===== src/rtl/ps2_key_tx.sv =====
// PS/2 device-side key transmitter.
// Sends a make code (one frame) or a break sequence (F0 frame, idle gap, code frame)
// for a hex key, driving registered PS/2 clock and data lines. Host inhibit aborts a
// frame before its parity bit and restarts the whole sequence once released.
module ps2_key_tx #(
  parameter int unsigned HALF_DIV = 4
) (
  input  logic       clk,
  input  logic       reset,
  input  logic       key_valid,
  input  logic [3:0] key_code,
  input  logic       key_release,
  input  logic       ps2_inhibit,
  output logic       key_ready,
  output logic       ps2_clk,
  output logic       ps2_data,
  output logic       busy
);

  localparam logic [1:0] IDLE  = 2'd0;
  localparam logic [1:0] FRAME = 2'd1;
  localparam logic [1:0] GAP   = 2'd2;
  localparam logic [1:0] HOLD  = 2'd3;

  // Cycle counter spans a full bit period (up to 510 cycles at HALF_DIV=255).
  localparam logic [8:0] HALF = 9'(HALF_DIV);
  localparam logic [8:0] LAST = 9'(2 * HALF_DIV - 1);

  localparam logic [3:0] BIT_PARITY = 4'd9;
  localparam logic [3:0] BIT_STOP   = 4'd10;

  logic [1:0] state_q, state_d;
  logic [3:0] bit_q, bit_d;       // 0 start, 1..8 data, 9 parity, 10 stop
  logic [8:0] cyc_q, cyc_d;       // position inside the current bit or gap
  logic       prefix_q, prefix_d; // current frame carries the F0 break prefix
  logic       brk_q, brk_d;       // latched key_release, needed for restarts
  logic [7:0] code_q, code_d;     // latched scan code
  logic       clk_q, clk_d;
  logic       data_q, data_d;

  logic [7:0] byte_d;
  logic [3:0] data_idx;

  function automatic logic [7:0] scan_code(input logic [3:0] k);
    logic [7:0] s;
    case (k)
      4'h0:    s = 8'h45;
      4'h1:    s = 8'h1C;
      4'h2:    s = 8'h32;
      4'h3:    s = 8'h21;
      4'h4:    s = 8'h23;
      4'h5:    s = 8'h24;
      4'h6:    s = 8'h2B;
      4'h7:    s = 8'h34;
      4'h8:    s = 8'h33;
      4'h9:    s = 8'h43;
      4'hA:    s = 8'h3B;
      4'hB:    s = 8'h42;
      4'hC:    s = 8'h4B;
      4'hD:    s = 8'h3A;
      4'hE:    s = 8'h31;
      default: s = 8'h44;
    endcase
    return s;
  endfunction

  assign key_ready = (state_q == IDLE) && !ps2_inhibit;
  assign busy      = (state_q != IDLE);
  assign ps2_clk   = clk_q;
  assign ps2_data  = data_q;

  // Sequence control: state, bit index and cycle counter for the next cycle.
  always_comb begin
    state_d  = state_q;
    bit_d    = bit_q;
    cyc_d    = cyc_q;
    prefix_d = prefix_q;
    brk_d    = brk_q;
    code_d   = code_q;
    case (state_q)
      IDLE: begin
        if (key_valid && !ps2_inhibit) begin
          state_d  = FRAME;
          bit_d    = 4'd0;
          cyc_d    = 9'd0;
          code_d   = scan_code(key_code);
          brk_d    = key_release;
          prefix_d = key_release;
        end
      end
      FRAME: begin
        // Inhibit only aborts before the parity bit; afterwards the frame completes.
        if (ps2_inhibit && (bit_q < BIT_PARITY)) begin
          state_d = HOLD;
          bit_d   = 4'd0;
          cyc_d   = 9'd0;
        end else if (cyc_q == LAST) begin
          cyc_d = 9'd0;
          if (bit_q == BIT_STOP) begin
            bit_d   = 4'd0;
            state_d = prefix_q ? GAP : IDLE;
          end else begin
            bit_d = bit_q + 4'd1;
          end
        end else begin
          cyc_d = cyc_q + 9'd1;
        end
      end
      GAP: begin
        if (cyc_q == LAST) begin
          state_d  = FRAME;
          bit_d    = 4'd0;
          cyc_d    = 9'd0;
          prefix_d = 1'b0;
        end else begin
          cyc_d = cyc_q + 9'd1;
        end
      end
      HOLD: begin
        // Restart the complete sequence, including the F0 prefix of a break.
        if (!ps2_inhibit) begin
          state_d  = FRAME;
          bit_d    = 4'd0;
          cyc_d    = 9'd0;
          prefix_d = brk_q;
        end
      end
      default: begin
        state_d = IDLE;
      end
    endcase
  end

  // Line values derived from next-state so the registered outputs line up with the state.
  always_comb begin
    byte_d   = prefix_d ? 8'hF0 : code_d;
    data_idx = bit_d - 4'd1;
    clk_d    = 1'b1;
    data_d   = 1'b1;
    if (state_d == FRAME) begin
      clk_d = (cyc_d < HALF);
      if (bit_d == 4'd0) begin
        data_d = 1'b0;
      end else if (bit_d == BIT_PARITY) begin
        data_d = ~^byte_d;
      end else if (bit_d == BIT_STOP) begin
        data_d = 1'b1;
      end else begin
        data_d = byte_d[data_idx[2:0]];
      end
    end
  end

  // State and line registers with synchronous reset.
  always_ff @(posedge clk) begin
    if (reset) begin
      state_q  <= IDLE;
      bit_q    <= 4'd0;
      cyc_q    <= 9'd0;
      prefix_q <= 1'b0;
      brk_q    <= 1'b0;
      code_q   <= 8'h00;
      clk_q    <= 1'b1;
      data_q   <= 1'b1;
    end else begin
      state_q  <= state_d;
      bit_q    <= bit_d;
      cyc_q    <= cyc_d;
      prefix_q <= prefix_d;
      brk_q    <= brk_d;
      code_q   <= code_d;
      clk_q    <= clk_d;
      data_q   <= data_d;
    end
  end

endmodule


===== config.mk =====
export PLATFORM = sky130hd
export DESIGN_NAME = ps2_key_tx
export DESIGN_NICKNAME = d
export VERILOG_FILES = /design/src/rtl/ps2_key_tx.sv
export SDC_FILE = /design/constraint.sdc
export NUM_CORES = 1
export LEC_CHECK = 0
export CORE_UTILIZATION = 35
export DETAILED_ROUTE_END_ITERATION = 10
export PLACE_DENSITY = 0.49
export SYNTH_ARGS = -nofsm -noshare
export SYNTH_HDL_FRONTEND = slang
export SYNTH_SLANG_ARGS = --single-unit

===== constraint.sdc =====
create_clock -name clk -period 10.35 [get_ports clk]
set_clock_uncertainty 0.2 [all_clocks]
set_input_delay 2.07 -clock clk [delete_from_list [all_inputs] [get_ports clk]]
set_output_delay 2.07 -clock clk [all_outputs]
set_load 0.01 [all_outputs]

# Word level (Yosys, flattened, before mapping)
# Memories as Yosys holds them, arrays and structs flattened.
# Index checks and enable logic that the tools add are counted.
[word_totals]
inputBits = 9
register_bits = 27
romBits = 112
memories = 1
[memory_table]
columns = ["name", "words", "word_bits", "read_ports", "rd_ports_with_merged_regs", "write_ports", "line_no", "rtl"]
rows = [
  ["(no name shown)", 16, 7, 1, 0, 0, "46", "case (k)"],
]
[op_classes]
reduce_logical = 10
n_addsub = 3
bitwise = 1
muxes = 32
n_eq_ne = 8
n_lt_le_gt_ge = 3
[ops]
columns = ["cell", "n"]
rows = [
  ["9-bit two-way mux", 4],
  ["9-bit case mux with 4 select lines", 1],
  ["4-bit two-way mux", 6],
  ["8-bit two-way mux", 3],
  ["4-bit case mux with 4 select lines", 1],
  ["2-bit two-way mux", 7],
  ["4-bit equality test (second input constant)", 3],
  ["9-bit by 1-bit adder with 9-bit output (second input constant)", 1],
  ["9-bit by 3-bit equality test with 1-bit output (second input constant)", 1],
  ["9-bit by 3-bit < comparator with 1-bit output (second input constant)", 1],
  ["2-bit case mux with 4 select lines", 1],
  ["8-bit XNOR reduction", 1],
  ["1-bit two-way mux", 7],
  ["4-bit by 1-bit adder with 4-bit output (second input constant)", 1],
  ["2-bit by 1-bit equality test with 1-bit output (second input constant)", 2],
  ["2-bit equality test (second input constant)", 2],
  ["4-bit zero test", 1],
  ["3-bit by 4-bit < comparator with 1-bit output (second input constant)", 1],
  ["4-bit < comparator (second input constant)", 1],
  ["1-bit binary-select mux with 3-bit select", 1],
  ["1-bit logical AND", 3],
  ["1-bit case mux with 3 select lines", 1],
  ["3-bit by 1-bit subtractor with 3-bit output (second input constant)", 1],
  ["2-bit zero test", 1],
  ["5 further kinds", 5],
]

# Depth between registers and ports, before layout
[logic_depth]
depth_word = 11
depth_mapped = 14
ltp_nobuf = 12

# Worst setup path after synthesis
# Ideal clock, no wire load.
[synth_timing]
path_type = "input port to output port"
from = "input ps2_inhibit"
to = "output key_ready"
required_time_ns = 8.080
arrival_time_ns = 2.447
stages = 2
slack_ns = 5.633
cell_sequence = "clkbuf_1 > nor2_1"
[synth_via]
elab_chain_cells = 2
[synth_lines]
columns = ["item", "line_no", "rtl"]
rows = [
  ["from (decl)", "13", "input logic ps2_inhibit,"],
  ["1-bit zero test", "--", ""],
  ["1-bit logical AND", "67", "assign key_ready = (state_q == IDLE) && !ps2_inhibit;"],
  ["to (decl)", "14", "output logic key_ready,"],
]
# No other way between the ends.

# Worst setup path after layout
# Same ends and word-level chain as after synthesis.

==> flow_metrics.py <==
metrics = {
    "run_status": {
        "status": "complete, no violations",
    },
    "worst_setup_path": {
        "slowest_stage": "clkdlybuf4s50_1",
        "max_stage_delay_ns": 0.63,
        "cpMostUsedCell": "clkdlybuf4s50_1",
        "cp_data_arrival_time_ns": 3.42,
        "critPathCaptureType": "primary output",
        "startpoint_type": "input pin",
        "cp_max_fo": 12,
        "path_cells": "clkdlybuf4s50_1, nor2_1, clkdlybuf4s50_1",
        "path_class": "in -> out",
        "critPathRequiredTime_ns": 8.08,
    },
    "clock_tree": {
        "cts_buffers": 3,
        "cts_tree": "done",
        "cts_max_path_buffers": 2,
        "hold_buffers": 0,
        "path_clk_slew_ns": 0.09,
        "root_buffer": "clkbuf_8",
        "clock-sinks": 27,
        "clk_latency_ns": 0.27,
        "cts_resized": 0,
        "ctsHtreeMaxLevel": 1,
        "post_cts_buffers": 0,
    },
    "drt": {
        "dr.pass1.iters": 4,
        "ant_nets": 0,
        "vias": 1676,
        "highest_layer": "met4",
        "met3WireLength_um": 128,
        "drtIter0Drc": 122,
        "via_per_inst": 5.34,
        "wl_met2_mm": 2.00,
        "wirelength_mm": 4.40,
        "met1Wirelength_mm": 2.22,
        "wl_per_cell_um": 14.0,
        "drc": 0,
    },
    "synthesis": {
        "yosysSeqAreaShare_pct": 27.7,
        "synth.distinct_cells": 53,
        "syn_nets": 259,
        "ys_warn_count": 0,
        "synth.avg_cell_area_um2": 8.07,
        "synth_edf_count": 0,
        "async_flop_share_pct": 0,
        "ys_ff_latch": 27,
        "syn_area_um2": 1950,
        "ys.flop_type": "dfxtp_1",
        "syn_inst": 242,
    },
    "layout": {
        "areaGrowthSynthToFinish_pct": 9.87,
        "antenna_cells": 0,
        "final_util_pct": 41.0,
        "fillers": 539,
        "nets": 262,
        "drive_gt1_share_pct": 6.56,
        "layout_common_cells": "dfxtp_1, nor2_1, o21ai_0",
        "final_common_cell": "dfxtp_1",
    },
    "timing": {
        "hold_viol": 0,
        "tns_ns": 0,
        "relSlewSlack_pct": 34.5,
        "worstMarginPinSlew_ns": 0.979,
        "fmax_mhz": 176,
        "finalSetupViolCount": 0,
        "rsz0062_at_grt": "false",
        "min_period_ns": 5.69,
        "maxSlewViolCount": 0,
        "fin_crit_sh_pct": 55.0,
    },
    "floorplanning": {
        "fp.dieH_um": 76.7,
        "rows": 26,
        "initial_core_util_pct": 37.3,
        "core-area_um2": 5240,
        "io_pins": 13,
        "chipWidth_um": 76.7,
        "die-area_um2": 5880,
    },
    "run": {
        "maxCapViolCount": 0,
    },
    "power": {
        "internal_power_w": 0.000159,
        "p_sw_share_pct": 27.8,
        "power_density_nw_per_um2": 103,
        "p_seq_share_pct": 50.0,
        "switching_power_w": 0.0000613,
        "vdd_drop_max_v": 0.0000619,
        "leakage_nw": 0.860,
        "comb_power_share_pct": 22.7,
        "pwr-share-clk_pct": 27.2,
    },
    "global_route": {
        "grt_usage_pct": 15.7,
        "grt_overflow_total": 0,
        "grt_pass1_vias": 1489,
        "grt_first_pass_wirelength_mm": 7.38,
        "antenna_found_initial": 0,
        "grt_max_degree": 26,
    },
    "hold_path": {
        "hold_class": "reg -> reg",
    },
    "placement": {
        "gp_congestion": 0.760,
        "place_hpwl_mm": 3.26,
        "port_buffers": 12,
    },
}
per-layer routing:
metal / vias up / GRT usage (%)
met4: 0 / 4.62
met3: 4 / 2.98
li1: 870 / -
met1: 776 / 21.8
met2: 26 / 24.5
met5: - / 0
final timing paths:
path               start   endpoint  slack [ns]  cells after the start
max          ps2_inhibit  key_ready        4.66                      3
min                brk_q      brk_q        0.26                      2
max reg2reg     cyc_q[0]   ps2_data        6.47                     10
min reg2reg        brk_q      brk_q        0.26                      2
cell families after synthesis:
| kind of cell | after synthesis | share of synthesized area (%) |
|---|---|---|
| compound gates | 70 | 25.0 |
| xor+xnor | 9 | 4.74 |
| fa+ha+maj | 8 | 5.13 |
| buf+inv | 26 | 5.89 |
| flops | 27 | 27.7 |
| mux | 6 | 4.55 |
| simple gates | 96 | 27.0 |
cell type report:
class | instances | area, µm² | share of cell area, %
inverter | 11 | 41.3 | 1.92
multi-input combinational | 189 | 1300 | 60.8
sequential | 27 | 541 | 25.2
timing repair buffer | 13 | 128 | 5.95
clock buffer | 4 | 45.0 | 2.10
tap | 70 | 87.6 | 4.08
registers in the layout (all words and copies together) (netlist names):
register / flops
ps2_data: 1
brk_q: 1
state_q: 2
cyc_q: 9
prefix_q: 1
ps2_clk: 1
code_q: 8
bit_q: 4
power groups by stage:
stage | combinational, W | sequential [W] | clock, W
2_1_floorplan | 0.0000366 | 0.000111 | 0
5_1_grt | 0.0000564 | 0.000111 | 0.0000672
4_1_cts | 0.0000506 | 0.000110 | 0.0000631
3_5_place_dp | 0.0000503 | 0.000113 | 0
6_report | 0.0000501 | 0.000110 | 0.0000601
3_3_place_gp | 0.0000512 | 0.000113 | 0
cell usage after synthesis, types with 2 or more instances:
cell,n,area [µm²]
a211oi_1,6,45.0
a21o_1,2,15.0
a21oi_1,9,45.0
a311oi_1,2,17.5
a31oi_1,3,18.8
a32o_1,2,20.0
and2_1,5,31.3
and3_1,8,50.1
buf_2,2,10.0
buf_6,2,22.5
clkbuf_1,11,41.3
dfxtp_1,27,541
ha_1,8,100
inv_1,11,41.3
mux2_2,3,33.8
mux4_2,2,45.0
nand2_1,15,56.3
nand2b_1,8,50.1
nand3_1,5,25.0
nor2_1,22,82.6
nor2b_1,17,106
nor3_1,4,20.0
nor3b_1,3,22.5
nor4b_1,2,17.5
o21a_1,3,22.5
o21ai_0,20,100
o22ai_1,2,12.5
o31ai_1,7,52.6
xnor2_1,4,35.0
xor2_1,4,35.0
metrics by stage:
step / cells / area [µm²] / hold slack (ns) / total power, W / worst slack, ns
after floorplan: 242 / 1950 / 0.236 / 0.000148 / 5.63
after global placement: 310 / 2100 / 0.249 / 0.000164 / 4.68
after detailed placement: 310 / 2100 / 0.250 / 0.000163 / 4.65
after CTS: 314 / 2150 / 0.264 / 0.000224 / 4.66
after global routing: 314 / 2150 / 0.284 / 0.000235 / 4.61
final: 314 / 2150 / 0.262 / 0.000220 / 4.66
worst max-delay path: cells and delay by family:
family | cells | cell delay, ns
buf+inv | 2 | 1.17
simple gates | 1 | 0.18
No activity file was read; power rests on OpenSTA's default activity.
